[src/rtl/octal_pkg.sv]
// ----------------------------------------------------------------------------
// octal_pkg : shared types and helpers for the octal key front-end. Rev 1.0
// ----------------------------------------------------------------------------
`default_nettype none

package octal_pkg;

  localparam int KEY_W = 8;

  typedef enum logic [1:0] {
    IDLE     = 2'd0,
    HOLD     = 2'd1,
    WAIT_REL = 2'd2
  } state_t;

  // True only for exactly one bit set; all-zero is not one-hot.
  function automatic logic is_onehot(input logic [KEY_W-1:0] v);
    return (v != '0) && ((v & (v - 1'b1)) == '0);
  endfunction

endpackage

`default_nettype wire

[src/rtl/key_debounce.sv]
// ----------------------------------------------------------------------------
// key_debounce : two-flop synchroniser plus whole-vector debounce. Rev 1.0
// ----------------------------------------------------------------------------
`default_nettype none

module key_debounce #(
  parameter int DB_CNT = 4,
  parameter int WIDTH  = 8
) (
  input  logic             clk,
  input  logic             rst_n,
  input  logic [WIDTH-1:0] keys_i,
  output logic [WIDTH-1:0] deb_o
);

  localparam int CNT_W = $clog2(DB_CNT);
  localparam logic [CNT_W-1:0] CNT_MAX = CNT_W'(DB_CNT - 1);

  logic [WIDTH-1:0] s1_q, s2_q;
  logic [WIDTH-1:0] samp_q, samp_d;
  logic [WIDTH-1:0] deb_q, deb_d;
  logic [CNT_W-1:0] cnt_q, cnt_d;

  always_ff @(posedge clk) begin
    if (!rst_n) begin
      s1_q   <= '0;
      s2_q   <= '0;
      samp_q <= '0;
      deb_q  <= '0;
      cnt_q  <= '0;
    end else begin
      s1_q   <= keys_i;
      s2_q   <= s1_q;
      samp_q <= samp_d;
      deb_q  <= deb_d;
      cnt_q  <= cnt_d;
    end
  end

  // Any change of the synchronised vector restarts the stability count.
  always_comb begin
    samp_d = samp_q;
    cnt_d  = cnt_q;
    deb_d  = deb_q;
    if (s2_q != samp_q) begin
      samp_d = s2_q;
      cnt_d  = '0;
    end else if (cnt_q == CNT_MAX) begin
      deb_d  = samp_q;
    end else begin
      cnt_d  = cnt_q + 1'b1;
    end
  end

  assign deb_o = deb_q;

endmodule

`default_nettype wire

[src/rtl/octal_key_capture.sv]
// ----------------------------------------------------------------------------
// octal_key_capture : qualifies one clean key press as a one-hot code. Rev 1.0
// ----------------------------------------------------------------------------
`default_nettype none

module octal_key_capture
  import octal_pkg::*;
#(
  parameter int DB_CNT = 4
) (
  input  logic             clk,
  input  logic             rst_n,
  input  logic [KEY_W-1:0] keys,
  input  logic             ack,
  output logic [KEY_W-1:0] out,
  output logic             valid,
  output logic             multi
);

  logic [KEY_W-1:0] deb;
  state_t           state_q, state_d;
  logic [KEY_W-1:0] out_q, out_d;
  logic             valid_q, valid_d;
  logic             multi_q, multi_d;

  key_debounce #(
    .DB_CNT (DB_CNT),
    .WIDTH  (KEY_W)
  ) u_debounce (
    .clk    (clk),
    .rst_n  (rst_n),
    .keys_i (keys),
    .deb_o  (deb)
  );

  always_ff @(posedge clk) begin
    if (!rst_n) begin
      state_q <= IDLE;
      out_q   <= '0;
      valid_q <= 1'b0;
      multi_q <= 1'b0;
    end else begin
      state_q <= state_d;
      out_q   <= out_d;
      valid_q <= valid_d;
      multi_q <= multi_d;
    end
  end

  // Only IDLE looks at the key vector for new presses, so extra keys
  // during HOLD/WAIT_REL can neither change the code nor raise multi.
  always_comb begin
    state_d = state_q;
    out_d   = out_q;
    valid_d = valid_q;
    multi_d = 1'b0;
    case (state_q)
      IDLE: begin
        if (is_onehot(deb)) begin
          state_d = HOLD;
          out_d   = deb;
          valid_d = 1'b1;
        end else if (deb != '0) begin
          state_d = WAIT_REL;
          multi_d = 1'b1;
        end
      end
      HOLD: begin
        if (ack) begin
          state_d = WAIT_REL;
          out_d   = '0;
          valid_d = 1'b0;
        end
      end
      WAIT_REL: begin
        if (deb == '0) begin
          state_d = IDLE;
        end
      end
      default: begin
        state_d = IDLE;
        out_d   = '0;
        valid_d = 1'b0;
      end
    endcase
  end

  assign out   = out_q;
  assign valid = valid_q;
  assign multi = multi_q;

endmodule

`default_nettype wire

[config.mk]
export PLATFORM = sky130hd
export DESIGN_NAME = octal_key_capture
export DESIGN_NICKNAME = d
export VERILOG_FILES = /design/src/rtl/octal_pkg.sv /design/src/rtl/key_debounce.sv /design/src/rtl/octal_key_capture.sv
export SDC_FILE = /design/constraint.sdc
export NUM_CORES = 1
export LEC_CHECK = 0
export BUFFER_PORTS_ARGS = -buffer_cell sky130_fd_sc_hd__buf_2
export CELL_PAD_IN_SITES_DETAIL_PLACEMENT = 0
export CELL_PAD_IN_SITES_GLOBAL_PLACEMENT = 2
export CORE_MARGIN = 2
export CORE_UTILIZATION = 41
export CTS_BUF_LIST = sky130_fd_sc_hd__clkbuf_4 sky130_fd_sc_hd__clkbuf_8
export CTS_CLUSTER_SIZE = 14
export DETAILED_ROUTE_END_ITERATION = 7
export GPL_TIMING_DRIVEN = 0
export HOLD_SLACK_MARGIN = 0.05
export PLACE_DENSITY = 0.87
export RECOVER_POWER = 50
export SETUP_SLACK_MARGIN = 0.1
export SLEW_MARGIN = 0
export SYNTH_ARGS = -nofsm -noshare
export SYNTH_HDL_FRONTEND = slang
export SYNTH_HIERARCHICAL = 1
export SYNTH_SLANG_ARGS = --single-unit
[constraint.sdc]
create_clock -name clk -period 3.13 [get_ports clk]
set_input_delay 0.313 -clock clk [delete_from_list [all_inputs] [get_ports clk]]
set_output_delay 0.313 -clock clk [all_outputs]
set_load 0.02 [all_outputs]
Yosys cells after proc, flatten, opt, wreduce, memory -nomap -nowiden. Cells that the tools add are included.

Output and inout port bits: 10. Word-level logic and storage cells: 46. Input port bits: 11. Flip-flop bits (word level): 46.

Muxes and demuxes: 12. Bitwise gates (word level): 5. Add/sub/neg operators: 2. Equality and inequality tests: 8. Reduce and logical (&&, ||, !) cells: 10.

Operators by type and width (count): 8-bit one-hot mux with 3 select lines (1); 8-bit logical NOT (2); 8-bit 2-to-1 mux (2); 8-bit bitwise AND (1); 2-bit 2-to-1 mux (4); 8-bit inequality test (1); 8-bit nonzero test (1); 8-bit by 1-bit subtractor with 8-bit output (second input constant) (1); 2-bit inequality test (second input constant) (3); 2-bit one-hot mux with 3 select lines (1); 3-bit AND reduction (2); 2-bit equality test (second input constant) (2); 1-bit inverter (4); 1-bit 2-to-1 mux (3); 3-bit inequality test (second input constant) (1); 1-bit one-hot mux with 3 select lines (1); 3-bit OR reduction (1); 2-bit by 1-bit adder with 2-bit output (second input constant) (1); 2-bit by 1-bit equality test with 1-bit output (second input constant) (1); 2-bit logical NOT (1); 2-bit AND reduction (1); 2-bit OR reduction (1); 1-bit logical AND (1).

Depth between registers and ports, before layout. Gate-level depths: netlist (run 1).

Word-level depth: 6. Gate-level depth with buffers: 6. Gate-level depth less buffers: 5.

Cells and area by module. Netlist (run 1), hierarchy kept.

By module, submodules not included: key_debounce (times used 1, area each 1136.1 sq um, cells each 104, seq. area each 680.7 sq um); octal_key_capture (times used 1, area each 563.0 sq um, cells each 59, seq. area each 240.2 sq um).

Least setup slack after synthesis (run 1). No wires, ideal clock.

Kind: register to register. From: reg u_debounce.deb_q[3], in the netlist u_debounce/deb_o[3]. To: reg out_q[0], in the netlist out[0]. Path buffers: 0. Period minus slack after synthesis: 1.772 ns. Data arrival time: 1.713 ns. Cell stages (with the launch flop): 6. Slack: 1.358 ns. Data required time: 3.071 ns. Cell sequence: dfxtp_1 -> or4_4 -> nor2_1 -> nand3_2 -> a211oi_4 -> a22o_1.

Longest elaborated chain between the ends: 6.

Ends and longest elaborated chain: start: declaration (line key_debounce.sv:21) `logic [WIDTH-1:0] deb_q, deb_d;`; start signal: assignment (line key_debounce.sv:29) `deb_q <= '0;`; start signal: assignment (line key_debounce.sv:35) `deb_q <= deb_d;`; 8-bit by 1-bit subtractor with 8-bit output (line octal_pkg.sv:18) `return (v != '0) && ((v & (v - 1'b1)) == '0);`; 8-bit bitwise AND (line octal_pkg.sv:18); 8-bit logical NOT (line octal_pkg.sv:18); 1-bit logical AND (*) (line octal_pkg.sv:18); 2-bit inequality test (no line) (*); 3-bit AND reduction (no line) (*); end signal: assignment (line octal_key_capture.sv:44) `out_q <= out_d;`; end: declaration (line octal_key_capture.sv:22) `logic [KEY_W-1:0] out_q, out_d;`.

Mark *: on every way between the ends. The rest lies on a longest branch, timed or not. A chain may end at the register's enable or synchronous reset.

Worst setup path after layout (run 1).
From: reg u_debounce.deb_q[3], in the netlist u_debounce/deb_o[3]. To: reg out_q[5], in the netlist out[5].

The elaborated chain is that of the path after synthesis.

==> results.tsv, run 1 <==
stage	metric	value	unit
worst_hold_path	Hold EP	u_debounce/s1_q[2]	
synthesis	Synth cell types	34	
power_and_ir_drop	switching fraction of total power	20.9	%
critical_path	slowest stage cell, crit path	or4_4	
layout	ant diodes	0	
synthesis	Seq/Total Area, Yosys	54.2	%
route	WL per Instance	12.0	um
layout	Reg area	921	sq um
floorplanning	Core ar.	4000	sq um
route	Routed Wire Length	2890	um
critical_path	r2r setup slk	1.11	ns
worst_hold_path	worst hold path class	in -> reg	
floorplanning	# IOs	21	
route	Starting DRT DRC Count	51	
clock_tree	CTS tree	yes	
power_and_ir_drop	NetSw	226	uW
synthesis	top cells by area, synth	dfxtp_1 54%, and2_1 8.8%, mux2i_1 5.3%	
layout	post-route cell area	1970	sq um
clock_tree	H-tree depth	2	
synthesis	#FFs+latches synth	46	
sta	maximum clock frequency	0.496	GHz
clock_tree	Root Driver	clkbuf_8	
sta	fin crit share	64.4	%
clock_tree	post_cts resized	0	
clock_tree	hold_buf cts	0	
sta	final setup margin	1.11	ns
clock_tree	buffer levels on the longest clock path	2	
worst_hold_path	Hold Startpoint	keys[2]	
sta	number of hold violations in the final report	0	
critical_path	crit path from	u_debounce/deb_o[3]	
power_and_ir_drop	power per cell area	549	nW/um^2
synthesis	dominant cell type by area after synthesis	dfxtp_1	
power_and_ir_drop	Int Pwr	854	uW
critical_path	slowest stage delay, CP	0.56	ns
critical_path	worst r2r src	u_debounce/deb_o[3]	
critical_path	Worst Path Arrival	2.26	ns
synthesis	EDFF count, synth	0	
sta	Worst slew margin	67.6	%
critical_path	Critical Path Sink Type	flip-flop	
power_and_ir_drop	Clock Power Share	40.4	%
critical_path	Max Fanout on Critical Path	10	
power_and_ir_drop	Leak	0.822	nW
clock_tree	CTS Buf Count	5	
power_and_ir_drop	Seq pwr share	56.0	%
clock_tree	Clk pin slew, worst setup/hold paths	0.08	ns
run_status	status	completed	
floorplanning	initial core utilization	42.5	%
synthesis	Synth Instances	163	
grt	vias in the first global route	1121	
route	drt pass-1 iters	4	
critical_path	CP Cell Sequence	or4_4 > nor2_1 > nand3_2 > a211oi_4 > a22o_1	
layout	Multi-input gate area	731	sq um
synthesis	Syn Std Cell Area	1700	sq um
floorplanning	Die Y	68.4	um
critical_path	CP Launch Type	flip-flop	
synthesis	syn_nets	175	
route	Post-route DRC	0	
worst_hold_path	Min-Delay Path Depth	2	
route	routed via count	1213	
synthesis	Post-synth ARST share	0	%
power_and_ir_drop	part of the power in combinational logic	3.6	%
place	RePlAce Congestion	0.746	
sta	RSZ-0062 raised after global routing	no	
sta	Clock Skews	0.00845	ns
floorplanning	Die Area	4680	sq um
flow_run	max-cap viol count	0	
layout	fin nets	202	
synthesis	Primary FF master, synth	dfxtp_1	
grt	global-route wire length before repair	4970	um
place	HPWL Detailed	2150	um
layout	Filler cells	388	
sta	worst hold slack	0.215	ns
critical_path	R2R depth	5	
synthesis	Synth Warn #	6	
grt	antenna violations before repair	0	
critical_path	worst path required time	3.37	ns
critical_path	Setup CP Type	reg -> reg	
critical_path	FF-to-FF End	out[5]	
grt	Tot GR Track Use	14.8	%
synthesis	share of the synthesized area in the top cell type	54.2	%
route	drt via density	5.03	
clock_tree	Clock Sinks	46	
route	antenna viol nets, final	0	
grt	aggregate global routing overflow	0	
clock_tree	Post-CTS Repair Setup Buffers	0	
sta	total negative slack	0	ns
synthesis	syn avg cell area	10.4	sq um
sta	Slew Viols, Final	0	
synthesis	synth cell count leaders	46 x dfxtp_1, 24 x and2_1, 17 x nand2_1	
place	Port Buf Inserts	20	
sta	Slew @ Worst Pin	0.486	ns
grt	largest net degree at the start of global routing	16	
place	placed cell area	1860	sq um
floorplanning	Die Wd	68.4	um
floorplanning	Site Rows	23	
power_and_ir_drop	worst vdd ir	0.302	mV
place	DP Worst Slack	1.13	ns
clock_tree	clock latency at the later pin of the worst-skew pair	0.30	ns
synthesis	most numerous cell in the Yosys netlist	dfxtp_1	
sta	endpoints failing setup	0	
layout	area grow syn2layout	15.8	%
layout	share of post-route cells with drive strength above 1	14.1	%
sta	min Tclk post-route	2.02	ns
sequential cells by signal (all words and copies together) (netlist names):
register           flops
out                    8
u_debounce/deb_o       8
u_debounce/s1_q        8
u_debounce/s2_q        8
u_debounce/samp_q      8
state_q                2
u_debounce/cnt_q       2
multi                  1
valid                  1
cell type report:
class | count | area share [%]
flip-flops and latches | 46 | 46.8
clock inverters | 3 | 2.29
plain buffers | 6 | 1.78
clock buffers | 5 | 3.50
inverters | 3 | 0.572
well taps | 50 | 3.18
repair buffers | 20 | 4.77
multi-input cells | 108 | 37.1
power by group through the flow:
| stage | combinational (mW) | clock [mW] | sequential (mW) |
|---|---|---|---|
| floorplan | 0.0270 | 0 | 0.617 |
| global placement | 0.0391 | 0 | 0.618 |
| detailed placement | 0.0412 | 0 | 0.619 |
| CTS | 0.0414 | 0.452 | 0.605 |
| global route | 0.0457 | 0.479 | 0.606 |
| finish | 0.0393 | 0.436 | 0.604 |
cell families (layout without fill, tap and decap cells):
| kind of cell | after synthesis | count (layout) | share of synthesized area (%) |
|---|---|---|---|
| compound gates | 25 | 25 | 11.6 |
| xor+xnor | 10 | 10 | 5.15 |
| fa+ha+maj | 2 | 2 | 1.33 |
| buf+inv | 9 | 37 | 2.80 |
| flops | 46 | 46 | 54.2 |
| mux | 9 | 9 | 5.30 |
| simple gates | 62 | 62 | 19.6 |
stage by stage:
| stage | util [%] | total power, mW | instances |
|---|---|---|---|
| global placement | 46.5 | 0.657 | 233 |
| global route | 49.2 | 1.13 | 241 |
| detailed placement | 46.5 | 0.660 | 233 |
| floorplan | - | 0.644 | 163 |
| CTS | 49.4 | 1.10 | 241 |
| finish | 49.2 | 1.08 | 241 |
placed cells by master, fill, tap and decap left out, types with 2 or more instances in the layout:
cell type and instances:
a21oi_1 4, a22o_1 8, and2_0 14, and2_1 10, buf_2 15, clkbuf_1 9
clkbuf_8 5, clkinvlp_4 2, dfxtp_1 46, inv_1 3, mux2i_1 9, nand2_1 17
nand2b_1 2, nor2_1 8, nor4_1 3, o21ai_0 3, o21ai_1 2, or3_1 2
xor2_1 10
layer usage:
layer | up-vias | GRT usage, % | part of all wire (%)
met5 | - | 0 | 0
met4 | 0 | 6.00 | 1.4
met3 | 5 | 5.43 | 5.5
met2 | 28 | 26.1 | 52
met1 | 565 | 16.0 | 41
li1 | 615 | - | -
worst max path at each step:
stage                     cells past startpoint  slack [ns]     end
after floorplan                               5        1.36  out[0]
after global placement                        5        1.20  out[0]
after detailed placement                      5        1.13  out[5]
after CTS                                     5        1.11  out[5]
after global routing                          5        0.99  out[5]
final                                         5        1.11  out[5]
critical path: cells and delay by family, from the launching register on:
| kind | cells | cell delay, ns |
|---|---|---|
| flip-flops | 1 | 0.37 |
| AND/OR/NAND/NOR | 3 | 0.87 |
| AO/OA/AOI/OAI | 2 | 0.71 |
(Power assumes the default switching activity.)
==> run 2, diff against run 1 <==
ABC_AREA = 1   (was default)
CORE_UTILIZATION = 30   (was 41)
PLACE_DENSITY = 0.77   (was 0.87)
clock period = 1.76 ns   (was 3.13 ns; I/O delays follow)
==> run 2 against run 1 <==
Clock skew about the same. Sequential power up 79%. Hold slack worse by 0.15 ns. Die area up 59%. Sequential share of layout area down 8.4 points. Critical path type unchanged. Critical endpoint is now out[2]. Largest power group unchanged. Highest routed layer unchanged.
==> results.tsv, run 2 <==
stage	metric	value	unit	change
run_status	status	completed		
route	Starting DRT DRC Count	29		-43%
critical_path	r2r setup slk	0.47	ns	-0.64 ns
place	RePlAce Congestion	0.741		-0.67%
layout	area grow syn2layout	18.6	%	
clock_tree	Clk pin slew, worst setup/hold paths	0.08	ns	about the same
synthesis	Synth cell types	27		-21%
synthesis	dominant cell type by area after synthesis	dfxtp_1		
grt	global-route wire length before repair	6480	um	+30%
floorplanning	Die Y	86.1	um	+26%
synthesis	syn avg cell area	6.95	sq um	-33%
floorplanning	Site Rows	29		+26%
sta	maximum clock frequency	0.777	GHz	+57%
sta	Slew @ Worst Pin	0.433	ns	-0.0528 ns
synthesis	#FFs+latches synth	46		unchanged
sta	Worst slew margin	71.1	%	+3.5 points
place	DP Worst Slack	0.460	ns	-0.674 ns
power_and_ir_drop	part of the power in combinational logic	6.6	%	+3.0 points
synthesis	Seq/Total Area, Yosys	45.5	%	-8.7 points
sta	RSZ-0062 raised after global routing	no		
critical_path	worst r2r src	u_debounce/deb_o[1]		
place	Port Buf Inserts	20		unchanged
sta	Slew Viols, Final	0		unchanged
worst_hold_path	Hold Startpoint	keys[6]		
synthesis	synth cell count leaders	96 x nand2_1, 61 x inv_1, 46 x dfxtp_1		
critical_path	Critical Path Sink Type	flip-flop		
layout	commonest non-fill, non-tap cells in the layout	96 x nand2_1, 61 x inv_1, 46 x dfxtp_1, 20 x nand3_1, 17 x buf_2		
clock_tree	Post-CTS Repair Setup Buffers	0		unchanged
worst_hold_path	Hold EP	u_debounce/s1_q[6]		
sta	worst hold slack	0.0641	ns	-0.151 ns
critical_path	Worst Path Arrival	1.50	ns	-0.76 ns
sta	endpoints failing setup	0		unchanged
critical_path	CP Launch Type	flip-flop		
route	Routed Wire Length	3410	um	+18%
power_and_ir_drop	total power	2.17	mW	+100%
worst_hold_path	Min-Delay Path Depth	3		+1
layout	fin nets	335		+66%
power_and_ir_drop	NetSw	443	uW	+96%
power_and_ir_drop	switching fraction of total power	20.4	%	-0.52 points
critical_path	worst path required time	1.98	ns	-1.39 ns
flow_run	max-cap viol count	0		unchanged
route	drt via density	3.92		-22%
clock_tree	post_cts resized	0		unchanged
place	HPWL Detailed	2580	um	+20%
synthesis	EDFF count, synth	0		unchanged
worst_hold_path	worst hold path class	in -> reg		
sta	number of hold violations in the final report	0		unchanged
critical_path	R2R depth	9		+4
route	drt pass-1 iters	3		-1
power_and_ir_drop	Leak	1.24	nW	+51%
power_and_ir_drop	Int Pwr	1.73	mW	+100%
power_and_ir_drop	worst vdd ir	0.436	mV	+44%
clock_tree	Root Driver	clkbuf_8		
floorplanning	Die Wd	86.1	um	+26%
clock_tree	CTS Buf Count	5		unchanged
critical_path	Setup CP Type	reg -> reg		
route	antenna viol nets, final	0		unchanged
sta	Clock Skews	0.00799	ns	-0.000463 ns
clock_tree	H-tree depth	2		unchanged
power_and_ir_drop	Clock Power Share	43.7	%	+3.3 points
synthesis	Primary FF master, synth	dfxtp_1		
clock_tree	clock latency at the later pin of the worst-skew pair	0.29	ns	about the same
layout	commonest non-fill, non-tap cell in the layout	nand2_1		
synthesis	share of the synthesized area in the top cell type	45.5	%	-8.7 points
floorplanning	# IOs	21		unchanged
sta	total negative slack	0	ns	unchanged
floorplanning	Die Area	7420	sq um	+59%
grt	Tot GR Track Use	10.9	%	-3.9 points
route	Post-route DRC	0		unchanged
synthesis	Post-synth ARST share	0	%	unchanged
synthesis	Synth Instances	291		+79%
synthesis	top cells by area, synth	dfxtp_1 46%, nand2_1 18%, inv_1 11%		
grt	vias in the first global route	1518		+35%
clock_tree	Clock Sinks	46		unchanged
clock_tree	CTS tree	yes		
sta	fin crit share	73.1	%	+8.7 points
synthesis	most numerous cell in the Yosys netlist	nand2_1		
synthesis	syn_nets	303		+73%
clock_tree	buffer levels on the longest clock path	2		unchanged
grt	largest net degree at the start of global routing	15		-1
sta	final setup margin	0.473	ns	-0.642 ns
power_and_ir_drop	power per cell area	905	nW/um^2	+65%
critical_path	FF-to-FF End	out[2]		
layout	share of post-route cells with drive strength above 1	16.7	%	+2.5 points
synthesis	Synth Warn #	6		unchanged
sta	min Tclk post-route	1.29	ns	-0.728 ns
layout	Util after Layout	37.3	%	-12 points
route	WL per Instance	8.51	um	-29%
floorplanning	initial core utilization	31.5	%	-11 points
layout	Filler cells	695		+79%
critical_path	Max Fanout on Critical Path	9		-1
route	routed via count	1572		+30%
grt	aggregate global routing overflow	0		unchanged
synthesis	Syn Std Cell Area	2020	sq um	+19%
grt	antenna violations before repair	0		unchanged
layout	ant diodes	0		unchanged
floorplanning	Core ar.	6420	sq um	+61%
power_and_ir_drop	Seq pwr share	49.6	%	-6.4 points
run 2: how the worst max path moves through the flow:
stage | start | cells after the start | end | slack, ns
floorplan | u_debounce/deb_o[1] | 10 | out[0] | 0.60
global placement | u_debounce/deb_o[1] | 10 | out[7] | 0.46
detailed placement | u_debounce/deb_o[1] | 9 | state_q[0] | 0.46
CTS | u_debounce/deb_o[1] | 9 | out[2] | 0.44
global route | u_debounce/samp_q[1] | 9 | u_debounce/deb_o[5] | 0.26
finish | u_debounce/deb_o[1] | 9 | out[2] | 0.47
run 2: worst max-delay path: stages (launching register included):
cell and delay (ns):
dfxtp_1 0.34, inv_1 0.07, nand2_2 0.07, nor2_4 0.11
nor2_2 0.05, nor2_2 0.14, nand3_2 0.10, clkinv_2 0.12
nand3_1 0.09, a21oi_1 0.14
run 2: logic make-up after synthesis:
group,Yosys count,share of synthesized area [%]
AO/OA/AOI/OAI,12,3.03
XOR/XNOR,1,0.433
adder cells (fa/ha/maj),1,0.618
buffers and inverters,77,15.4
flip-flops,46,45.5
multiplexers,1,0.495
AND/OR/NAND/NOR,153,34.5
run 2: cell type report:
class | count | area [sq um] | share of cell area [%]
clock buffers | 6 | 82.6 | 3.44
clock inverters | 2 | 60.1 | 2.50
flip-flops and latches | 46 | 921 | 38.4
multi-input cells | 168 | 791 | 33.0
well taps | 77 | 96.3 | 4.02
repair buffers | 25 | 144 | 6.00
inverters | 71 | 268 | 11.2
plain buffers | 6 | 36.3 | 1.51
run 2: through the flow:
stage	std cells	cell area [sq um]
final	401	2400
after global routing	401	2400
after CTS	401	2410
after detailed placement	388	2220
after global placement	388	2220
after floorplan	291	2020
run 2: power groups by stage:
stage | combinational (mW) | clock (mW) | sequential, mW
after floorplan | 0.108 | 0 | 1.10
after global placement | 0.142 | 0 | 1.10
after detailed placement | 0.142 | 0 | 1.10
after CTS | 0.151 | 0.992 | 1.08
after global routing | 0.169 | 1.03 | 1.08
final | 0.144 | 0.950 | 1.08
run 2: per-layer routing:
metal	part of all wire (%)	global-route usage (%)
met1	48	12.6
met2	47	19.5
met3	3.8	2.89
met4	0.85	3.46
met5	0	0
run 2: repair_timing:
item,4_1_cts,5_1_grt
hold buffers,5,0
hold endpoints to repair,5,0
endpoints found under the setup margin,0,0
